`src/rtl/alu_pkg.sv`:
```
// Shared definitions for the ALU result decoder and its match helper.
//   op_e        : ALU operation codes in rotation order (sum..shr)
//   NUM_OPS     : number of ALU operations
//   dec_state_e : decoder FSM states
//   next_op()   : successor of an op in the rotation, wrapping shr -> sum
package alu_pkg;

  typedef enum logic [2:0] {
    OP_SUM = 3'd0,
    OP_SUB,
    OP_AND,
    OP_OR,
    OP_SHL,
    OP_SHR
  } op_e;

  localparam int NUM_OPS = 6;

  typedef enum logic [1:0] {
    ST_HUNT,
    ST_ACQUIRE,
    ST_LOCKED
  } dec_state_e;

  function automatic op_e next_op(input op_e op);
    return (op == OP_SHR) ? OP_SUM : op_e'(op + 3'd1);
  endfunction

endpackage

```
`src/rtl/alu_match.sv`:
```
// Combinational match mask: bit i is set when r equals ALU op i applied to a,b.
// Reusable by a scoreboard.
//   a, b : ALU operands
//   r    : observed ALU result
//   mask : one bit per op_e value
module alu_match
  import alu_pkg::*;
(
  input  logic [7:0]         a,
  input  logic [7:0]         b,
  input  logic [7:0]         r,
  output logic [NUM_OPS-1:0] mask
);

  logic [7:0] sum;
  logic [7:0] diff;

  // Explicit 8-bit intermediates give the mod-256 wrap.
  assign sum  = a + b;
  assign diff = a - b;

  assign mask[OP_SUM] = (r == sum);
  assign mask[OP_SUB] = (r == diff);
  assign mask[OP_AND] = (r == (a & b));
  assign mask[OP_OR]  = (r == (a | b));
  assign mask[OP_SHL] = (r == {a[6:0], 1'b0});
  assign mask[OP_SHR] = (r == {1'b0, a[7:1]});

endmodule

```
`src/rtl/alu_result_decoder.sv`:
```
// Passive observer of the auto-stepping ALU output bus. Decodes which op
// produced r, locks onto the sum->sub->and->or->shl->shr rotation, and flags
// sequence and step-period errors.
//
// Optional feature macro: ALU_DEC_PERIOD_CHECK_EN enables the period counter,
// the per-step period check and the lock timeout. Without it err_period is 0.
//
// Ports:
//   clk, rst      : clock, synchronous active-high reset
//   a, b, r       : ALU operands and result, sampled when in_valid is high
//   op_out        : decoded op code
//   op_valid      : op_out meaningful (ACQUIRE or LOCKED)
//   locked        : decoder is LOCKED
//   step_pulse    : one cycle per accepted op step
//   err_seq       : result matched neither current nor next op
//   err_period    : step outside PERIOD+-TOL, or lock timeout
//   err_count     : saturating count of error cycles
// Decisions are registered on the sampling edge and presented on the outputs
// one edge later.
module alu_result_decoder
  import alu_pkg::*;
#(
  parameter int PERIOD = 100_000_000,
  parameter int TOL    = 16,
  parameter int CNT_W  = 27
) (
  input  logic       clk,
  input  logic       rst,
  input  logic [7:0] a,
  input  logic [7:0] b,
  input  logic [7:0] r,
  input  logic       in_valid,
  output logic [2:0] op_out,
  output logic       op_valid,
  output logic       locked,
  output logic       step_pulse,
  output logic       err_seq,
  output logic       err_period,
  output logic [7:0] err_count
);

  logic [NUM_OPS-1:0] mask;
  dec_state_e         state_q, state_d;
  op_e                cur_op_q, cur_op_d, nxt_op, hunt_op;
  logic               step_q, step_d;
  logic               seq_q, seq_d;
  logic               per_q, per_d;
  logic               clr_cnt;

  alu_match u_match (
    .a    (a),
    .b    (b),
    .r    (r),
    .mask (mask)
  );

  assign nxt_op = next_op(cur_op_q);

  always_comb begin
    hunt_op = OP_SUM;
    for (int i = 0; i < NUM_OPS; i++) begin
      if (mask[i]) hunt_op = op_e'(i[2:0]);
    end
  end

`ifdef ALU_DEC_PERIOD_CHECK_EN
  localparam logic [CNT_W-1:0] MIN_P = CNT_W'(PERIOD - TOL);
  localparam logic [CNT_W-1:0] MAX_P = CNT_W'(PERIOD + TOL);
  localparam logic [CNT_W-1:0] TMO_P = CNT_W'(PERIOD + TOL + 1);

  logic [CNT_W-1:0] cnt_q;
  logic [CNT_W-1:0] elapsed;

  // cnt_q holds edges since the last commit minus one, so elapsed is the
  // period as seen on the edge being evaluated.
  assign elapsed = (&cnt_q) ? cnt_q : cnt_q + 1'b1;

  always_ff @(posedge clk) begin
    if (rst)                       cnt_q <= '0;
    else if (clr_cnt)              cnt_q <= '0;
    else if (state_q == ST_LOCKED) cnt_q <= elapsed;
  end
`else
  logic unused_cfg;
  assign unused_cfg = ^{32'(PERIOD), 32'(TOL), 32'(CNT_W)};
`endif

  // NOTE: every combinational output is defaulted first so no path leaves it
  // unassigned, which would otherwise infer a latch.
  always_comb begin
    state_d  = state_q;
    cur_op_d = cur_op_q;
    step_d   = 1'b0;
    seq_d    = 1'b0;
    per_d    = 1'b0;
    clr_cnt  = 1'b0;

    if (in_valid) begin
      unique case (state_q)
        ST_HUNT: begin
          if ($onehot(mask)) begin
            cur_op_d = hunt_op;
            state_d  = ST_ACQUIRE;
          end
        end
        ST_ACQUIRE: begin
          if (mask[cur_op_q]) begin
            state_d = ST_ACQUIRE;
          end else if (mask[nxt_op]) begin
            cur_op_d = nxt_op;
            clr_cnt  = 1'b1;
            state_d  = ST_LOCKED;
          end else begin
            state_d = ST_HUNT;
          end
        end
        ST_LOCKED: begin
          // Current op wins over next when both match.
          if (mask[cur_op_q]) begin
            state_d = ST_LOCKED;
          end else if (mask[nxt_op]) begin
            cur_op_d = nxt_op;
            step_d   = 1'b1;
            clr_cnt  = 1'b1;
`ifdef ALU_DEC_PERIOD_CHECK_EN
            per_d    = (elapsed < MIN_P) || (elapsed > MAX_P);
`endif
          end else begin
            seq_d   = 1'b1;
            state_d = ST_HUNT;
          end
        end
        default: state_d = ST_HUNT;
      endcase
    end

`ifdef ALU_DEC_PERIOD_CHECK_EN
    // Timeout runs regardless of in_valid; a step or sequence error on the
    // same edge takes precedence.
    if (state_q == ST_LOCKED && !step_d && !seq_d && elapsed >= TMO_P) begin
      per_d   = 1'b1;
      state_d = ST_HUNT;
    end
`endif
  end

  // NOTE: sequential state uses non-blocking assignments so every register
  // samples the pre-edge values regardless of statement order.
  always_ff @(posedge clk) begin
    if (rst) begin
      state_q  <= ST_HUNT;
      cur_op_q <= OP_SUM;
      step_q   <= 1'b0;
      seq_q    <= 1'b0;
      per_q    <= 1'b0;
    end else begin
      state_q  <= state_d;
      cur_op_q <= cur_op_d;
      step_q   <= step_d;
      seq_q    <= seq_d;
      per_q    <= per_d;
    end
  end

  always_ff @(posedge clk) begin
    if (rst) begin
      op_out     <= 3'd0;
      op_valid   <= 1'b0;
      locked     <= 1'b0;
      step_pulse <= 1'b0;
      err_seq    <= 1'b0;
      err_period <= 1'b0;
      err_count  <= 8'd0;
    end else begin
      op_out     <= cur_op_q;
      op_valid   <= (state_q != ST_HUNT);
      locked     <= (state_q == ST_LOCKED);
      step_pulse <= step_q;
      err_seq    <= seq_q;
      err_period <= per_q;
      if ((seq_q || per_q) && (err_count != 8'hFF)) err_count <= err_count + 8'd1;
    end
  end

endmodule

```
`config.mk`:
```
export PLATFORM = sky130hd
export DESIGN_NAME = alu_result_decoder
export DESIGN_NICKNAME = d
export VERILOG_FILES = /design/src/rtl/alu_pkg.sv /design/src/rtl/alu_match.sv /design/src/rtl/alu_result_decoder.sv
export SDC_FILE = /design/constraint.sdc
export NUM_CORES = 1
export LEC_CHECK = 0
export BUFFER_PORTS_ARGS = -buffer_cell sky130_fd_sc_hd__buf_2
export CAP_MARGIN = 10
export CORE_ASPECT_RATIO = 0.8
export CORE_UTILIZATION = 45
export CTS_CLUSTER_DIAMETER = 200
export CTS_CLUSTER_SIZE = 40
export DETAILED_ROUTE_END_ITERATION = 10
export GPL_TIMING_DRIVEN = 0
export PLACE_DENSITY_LB_ADDON = 0.12
export SLEW_MARGIN = 0
export SYNTH_ARGS = -nofsm -noshare
export SYNTH_HDL_FRONTEND = slang
export SYNTH_HIERARCHICAL = 1
export SYNTH_SLANG_ARGS = --single-unit
```
`constraint.sdc`:
```
create_clock -name clk -period 9.9 [get_ports clk]
set_clock_uncertainty 0.1 [all_clocks]
set_input_delay 1.485 -clock clk [delete_from_list [all_inputs] [get_ports clk]]
set_output_delay 1.485 -clock clk [all_outputs]
set_load 0.005 [all_outputs]
```
==> results of run 1 <==
==> synthesized netlist by cell type, drive strengths merged, types with 3 or more instances <==
cell type	count
a211oi	3
a21o	4
a21oi	6
and3	4
buf	17
clkbuf	3
dfxtp	22
fa	5
ha	29
inv	35
mux2i	8
nand2	9
nand3b	3
nand4	10
nor2	19
nor2b	9
nor3	10
nor3b	4
nor4	3
o21a	4
o21ai	15
o31ai	6
or3	3
xnor2	29
xor2	24
==> metrics by stage <==
stage / worst slack [ps] / power, mW
2_1_floorplan: 4060 / 0.167
3_3_place_gp: 3430 / 0.187
3_5_place_dp: 3410 / 0.188
4_1_cts: 3680 / 0.243
5_1_grt: 3370 / 0.257
6_report: 3710 / 0.242
==> cell usage in the layout, fill, tap and decap left out, types with 3 or more instances in the layout <==
cell type,instances
nand3b_1,3
o31ai_1,5
and3_1,4
o21ai_0,11
dfxtp_1,22
buf_2,40
nor2b_1,9
nand4_1,10
clkbuf_8,3
a21oi_1,6
nor2_1,18
nor3_1,10
fa_1,5
xnor2_1,29
inv_1,35
a21o_1,4
buf_6,8
ha_1,29
nand2_1,8
nor3b_1,4
clkbuf_1,3
or3_1,3
o21a_1,4
xor2_1,22
mux2i_1,8
==> metal layers <==
metal  wire (um)  vias to the layer above  part of all wire, %
li1            -                     1115                    -
met1        3220                      947                   57
met2        2200                       36                   39
met3         202                        2                  3.6
met4          11                        0                 0.20
met5           0                        -                    0
==> sequential cells by signal, indices dropped and copies added (netlist names) <==
register,cells
state_q,2
op_out,3
op_valid,1
locked,1
seq_q,1
step_pulse,1
cur_op_q,3
err_seq,1
err_count,8
step_q,1
==> cells by family after synthesis <==
family | Yosys count | synth area share (%)
DFF | 22 | 16.4
AOI/OAI and AO/OA | 52 | 15.0
xor gates and xnor gates | 54 | 19.3
muxes | 8 | 2.99
buffers and inverters | 55 | 10.4
other | 1 | 0.140
adders and majority gates | 34 | 17.3
and+or+nand+nor | 85 | 18.4
==> where the power goes <==
| part | switching [mW] | total [mW] | internal, mW | leakage (nW) |
|---|---|---|---|---|
| Combinational | 0.0542 | 0.0978 | 0.0436 | 1.13 |
| Clock | 0.0278 | 0.0550 | 0.0272 | 0.0216 |
| Sequential | 0.000330 | 0.0892 | 0.0888 | 0.177 |
==> path summary, 6_finish.rpt <==
kind         slack (ps)          from  cells past startpoint      endpoint
max reg2reg        7890  err_count[0]                      7  err_count[5]
min reg2reg         340        step_q                      1    step_pulse
max                3710          a[0]                     21   cur_op_q[0]
min                 340        step_q                      1    step_pulse
==> worst reg2reg max path, cell delays in order, from the launching register on <==
cell     delay [ps]
dfxtp_1         350
ha_1            260
and3_1          200
a31oi_2         350
and4_1          320
nand3_1         110
xor2_1          150
nor2_1           60
==> area by class of cell <==
type | instances | area (sq um) | share of cell area (%)
multi-input combinational | 234 | 1960 | 65.7
sequential | 22 | 440 | 14.8
timing repair buffer | 33 | 165 | 5.54
buffer | 20 | 148 | 4.95
inverter | 35 | 131 | 4.41
tap | 78 | 97.6 | 3.27
clock buffer | 3 | 41.3 | 1.38
==> key figures, run 1 <==
Setup path
  • Crit path kind: input port to flop
  • Slowest CP cell: fa_1
  • CP Capture Type: flop
  • Crit Path Max Fanout: 3
  • Critical Path Max Stage Delay: 490 ps
  • Setup crit start kind: input port
  • CP required: 9940 ps
  • CP arrival: 6230 ps
  • Crit-path leading delay family: adder cells
  • Critical path buffer and inverter count: 5
  • Worst path cell trace: buf_2, inv_1, ha_1, inv_1, fa_1, xnor2_1, nand2_2, a2111oi_4, nand4_1, a211oi_2, inv_1, fa_1, fa_1, inv_1, ha_1, fa_1, o31ai_1, and2_1, o21ai_0, a22oi_1, o22ai_1

Min path
  • Tightest Hold Check Type: flop to flop

Floorplan
  • Die area: 0.00626 sq mm
  • Initial core utilization: 47.9%
  • Row count: 24
  • Die width: 88.2 um
  • IO Count: 43
  • Die Span Y: 71.0 um
  • Core Area: 0.00559 sq mm

Placement
  • Placed cells: 422
  • Count of input and output buffers: 33
  • RePlAce Congestion: 0.791
  • Hpwl dp: 4720 um
  • Placed cell area: 0.00294 sq mm

Timing
  • Worst Tran Pin Value: 799 ps
  • RSZ-0062 raised after global routing: no
  • Slew Viols, Final: 0
  • Hold Violations, Final: 0
  • Slew HR: 46.2%
  • Period Utilization, post-route: 62.5%
  • Maximum clock frequency: 161 MHz
  • Minimum clock period: 6190 ps
  • Final Setup Violations: 0
  • Setup TNS: 0 ps
  • Hold WS: 344 ps

Routing
  • Vias: 2100
  • Routed WL per cell: 13.3 um
  • Initial DRC count: 107
  • Routed WL: 5640 um
  • First drt pass iteration count: 4
  • DRC: 0
  • Final ANT Viol Nets: 0
  • Via/cell ratio: 4.94

Global routing
  • Overflow after GRT: 0
  • Met2 usage: 28.3%
  • Largest net degree at the start of global routing: 12
  • Busiest metal layer after global routing: met1
  • First-pass GRT wire length: 9800 um
  • GRT Util Overall: 19.8%
  • Initial antenna violation count: 0
  • Vias in the first global route: 2008
  • Grt met3 use: 3.73%
  • Met1 usage: 31.5%

Clock tree
  • TritonCTS buffer count: 3
  • H-Tree Depth: 1
  • Clock insertion delay at the later pin of the skew report: 260 ps
  • Hold buffers post-CTS: 0
  • Worst-path clk slew: 70 ps
  • Root Driver: clkbuf_8
  • Resized Gates After CTS: 0
  • Setup bufs post-CTS: 0
  • TritonCTS clock tree: yes
  • CTS Buffer Depth: 2
  • Sink Count: 22

Yosys
  • #FFs+latches synth: 22
  • Main area contributors after synthesis: dfxtp_1 16%, ha_1 14%, xnor2_1 9.5%
  • FFs w/ async S/R, synth: 0%
  • Syn avg cell area: 8.61 sq um
  • Mapped Cells: 311
  • Leading area contributor after synthesis: dfxtp_1
  • EDFF count, synth: 0
  • Area fraction of the dominant cell type after synthesis: 16.4%
  • Yosys cell types: 59
  • Seq/Total Area, Yosys: 16.4%
  • Ys flop type: dfxtp_1
  • Yosys synthesis warning count: 6
  • Syn nets: 372
  • Mapped Area: 0.00268 sq mm

Power and ir drop
  • PwrDens: 81.1 mW/mm^2
  • VDD IR max: 0.0518 mV
  • Leak: 1.33 nW

Layout
  • Non-Filler Instances: 425
  • Final instance area: 0.00298 sq mm
  • Syn-to-layout area delta: 11.4%
  • Nets: 410
  • Fin util: 53.4%
  • Layout cells sized above 1: 19.6%
  • Fillers: 571
  • Antenna cells: 0

Run status
  • Status: finished clean

Run
  • Max cap viols: 0
No activity file was read; power rests on OpenSTA's default activity.
==> run 2: changes to the inputs <==
==> constraint.sdc (replaced) <==
create_clock -name clk -period 5.2 [get_ports clk]
set_clock_uncertainty 0.1 [all_clocks]
set_input_delay 0.78 -clock clk [delete_from_list [all_inputs] [get_ports clk]]
set_output_delay 0.78 -clock clk [all_outputs]
set_load 0.005 [all_outputs]
==> key figures, run 2 (synthesis results as in run 1) <==
Global routing
  • Initial antenna violation count: 0 (unchanged)
  • Grt met3 use: 3.73% (unchanged)
  • Largest net degree at the start of global routing: 12 (unchanged)
  • Overflow after GRT: 0 (unchanged)
  • Met2 usage: 28.3% (unchanged)
  • Vias in the first global route: 2014 (was 2008)
  • Busiest metal layer after global routing: met1 (unchanged)
  • GRT Util Overall: 19.7% (was 19.8%)
  • Met1 usage: 31.5% (about the same)
  • First-pass GRT wire length: 9800 um (unchanged)

Routing
  • Via/cell ratio: 4.97 (was 4.94)
  • Initial DRC count: 85 (was 107)
  • First drt pass iteration count: 4 (unchanged)
  • Routed WL per cell: 13.2 um (was 13.3 um)
  • Vias: 2135 (was 2100)
  • Routed WL: 5670 um (was 5640 um)
  • DRC: 0 (unchanged)
  • Final ANT Viol Nets: 0 (unchanged)

Setup path
  • Setup crit start kind: input port (unchanged)
  • CP arrival: 5290 ps (was 6230 ps)
  • Crit-path most repeated cell: fa_1
  • Crit Path Max Fanout: 3 (unchanged)
  • Critical Path Max Stage Delay: 510 ps (was 490 ps)
  • Critical path buffer and inverter count: 5 (unchanged)
  • CP required: 5240 ps (was 9940 ps)
  • Slowest CP cell: fa_1 (unchanged)
  • Crit path kind: input port to flop (unchanged)
  • CP Capture Type: flop (unchanged)
  • Flop-to-flop setup slack: 3190 ps (was 7890 ps)
  • Worst path cell trace: buf_8, inv_4, ha_4, inv_2, fa_2, xor3_2, o21ai_2, a2111oi_4, nand4_1, a211oi_4, inv_2, fa_1, fa_1, inv_1, ha_2, fa_1, o31ai_4, and2_4, o21ai_4, a22oi_2, o22ai_1 (was buf_2, inv_1, ha_1, inv_1, fa_1, xnor2_1, nand2_2, a2111oi_4, nand4_1, a211oi_2, inv_1, fa_1, fa_1, inv_1, ha_1, fa_1, o31ai_1, and2_1, o21ai_0, a22oi_1, o22ai_1)
  • Crit-path leading delay family: adder cells (unchanged)

Layout
  • Max reg flops: 8 (unchanged)
  • Top reg by flops: err_count (unchanged)
  • Most frequent cells in the layout: 38 x buf_2, 32 x inv_1, 28 x xnor2_1 (was 40 x buf_2, 35 x inv_1, 29 x xnor2_1, 29 x ha_1)
  • Syn-to-layout area delta: 17.1% (was 11.4%)
  • Fillers: 543 (was 571)
  • Multi-input logic area: 0.00206 sq mm (was 0.00196 sq mm)
  • Nets: 415 (was 410)
  • Fin util: 56.2% (was 53.4%)
  • Antenna cells: 0 (unchanged)
  • Biggest registers after layout: err_count (8), cur_op_q (3), op_out (3) (unchanged)
  • Layout cells sized above 1: 25.6% (was 19.6%)
  • Reg area: 440 sq um (unchanged)
  • Most common cell after layout, fill and taps aside: buf_2 (unchanged)
  • Non-Filler Instances: 430 (was 425)

Clock tree
  • TritonCTS clock tree: yes (unchanged)
  • Worst-path clk slew: 70 ps (about the same)
  • Sink Count: 22 (unchanged)
  • Clock insertion delay at the later pin of the skew report: 260 ps (about the same)
  • CTS Buffer Depth: 2 (unchanged)
  • Root Driver: clkbuf_8 (unchanged)
  • H-Tree Depth: 1 (unchanged)
  • TritonCTS buffer count: 3 (unchanged)

Run status
  • Status: finished with violations (was finished clean)
  • Failing checks: setup timing

Power and ir drop
  • Leak: 1.38 nW (was 1.33 nW)
  • PwrDens: 152 mW/mm^2 (was 81.1 mW/mm^2)
  • VDD IR max: 0.0987 mV (was 0.0518 mV)

Timing
  • Worst Tran Pin Value: 819 ps (was 799 ps)
  • Minimum clock period: 5250 ps
  • Slew Viols, Final: 0 (unchanged)
  • RSZ-0062 raised after global routing: yes (was no)
  • Slew HR: 44.9% (was 46.2%)
  • Final Setup Violations: 1 (was 0)
  • Period Utilization, post-route: 101%
  • Setup ws final: -46.2 ps (was 3710 ps)
  • Setup TNS: -46.2 ps (was 0 ps)
  • Maximum clock frequency: 191 MHz
  • Hold Violations, Final: 0 (unchanged)

Floorplan
  • Die area: 0.00626 sq mm (unchanged)
  • Die Span Y: 71.0 um (unchanged)
  • Die width: 88.2 um (unchanged)
  • Core Area: 0.00559 sq mm (unchanged)
  • Row count: 24 (unchanged)
  • Initial core utilization: 47.9% (unchanged)
  • IO Count: 43 (unchanged)

Placement
  • Placed cells: 422 (unchanged)
  • RePlAce Congestion: 0.791 (unchanged)
  • Hpwl dp: 4720 um (unchanged)
  • Count of input and output buffers: 33 (unchanged)

Min path
  • Tightest Hold Check Type: flop to flop (unchanged)

Run
  • Max cap viols: 0 (unchanged)
run 2: changes by cell type in the layout (fill, tap and decap cells not counted), moves of 2 or more:
cell,before,now
inv_1,35,32
ha_1,29,27
inv_2,0,2
buf_2,40,38
buf_4,1,7
o31ai_1,5,3
run 2: final timing paths:
path	from	end	depth (start not counted)
max	a[0]	cur_op_q[0]	21
min	step_q	step_pulse	1
max reg2reg	err_count[0]	err_count[5]	7
min reg2reg	step_q	step_pulse	1
run 2: metrics by stage:
stage | cell area (sq um) | setup WS, ps | hold WS (ps) | power [mW]
2_1_floorplan | 2680 | 60.8 | 314 | 0.317
3_3_place_gp | 2940 | -569 | 318 | 0.356
3_5_place_dp | 2940 | -589 | 333 | 0.358
4_1_cts | 3000 | -13.7 | 351 | 0.466
5_1_grt | 3140 | -238 | 366 | 0.506
6_report | 3140 | -46.2 | 343 | 0.477
run 2: area by class of cell:
type	count	area share [%]
inverters	35	4.27
well taps	78	3.11
clock buffers	3	1.32
flip-flops and latches	22	14.0
repair buffers	38	6.86
plain buffers	20	4.71
multi-input cells	234	65.7
run 2: what timing repair did:
| action | in CTS | in global routing |
|---|---|---|
| endpoints found under the setup margin | 5 | 5 |
| resized for setup | 4 | 24 |
| hold buffers | 0 | 0 |
| pin swaps | 6 | 17 |
| buffers inserted | 1 | 4 |
run 2: layer usage:
layer / wire length, um / part of all wire [%] / vias up
met5: 0 / 0 / -
met4: 11 / 0.19 / 0
met3: 229 / 4.0 / 2
met2: 2260 / 40 / 34
met1: 3170 / 56 / 977
li1: - / - / 1122
run 2: power by group:
part           total, mW  switching, mW  internal, mW
registers          0.170       0.000613         0.169
clock network      0.105         0.0535        0.0518
logic              0.202          0.112        0.0899
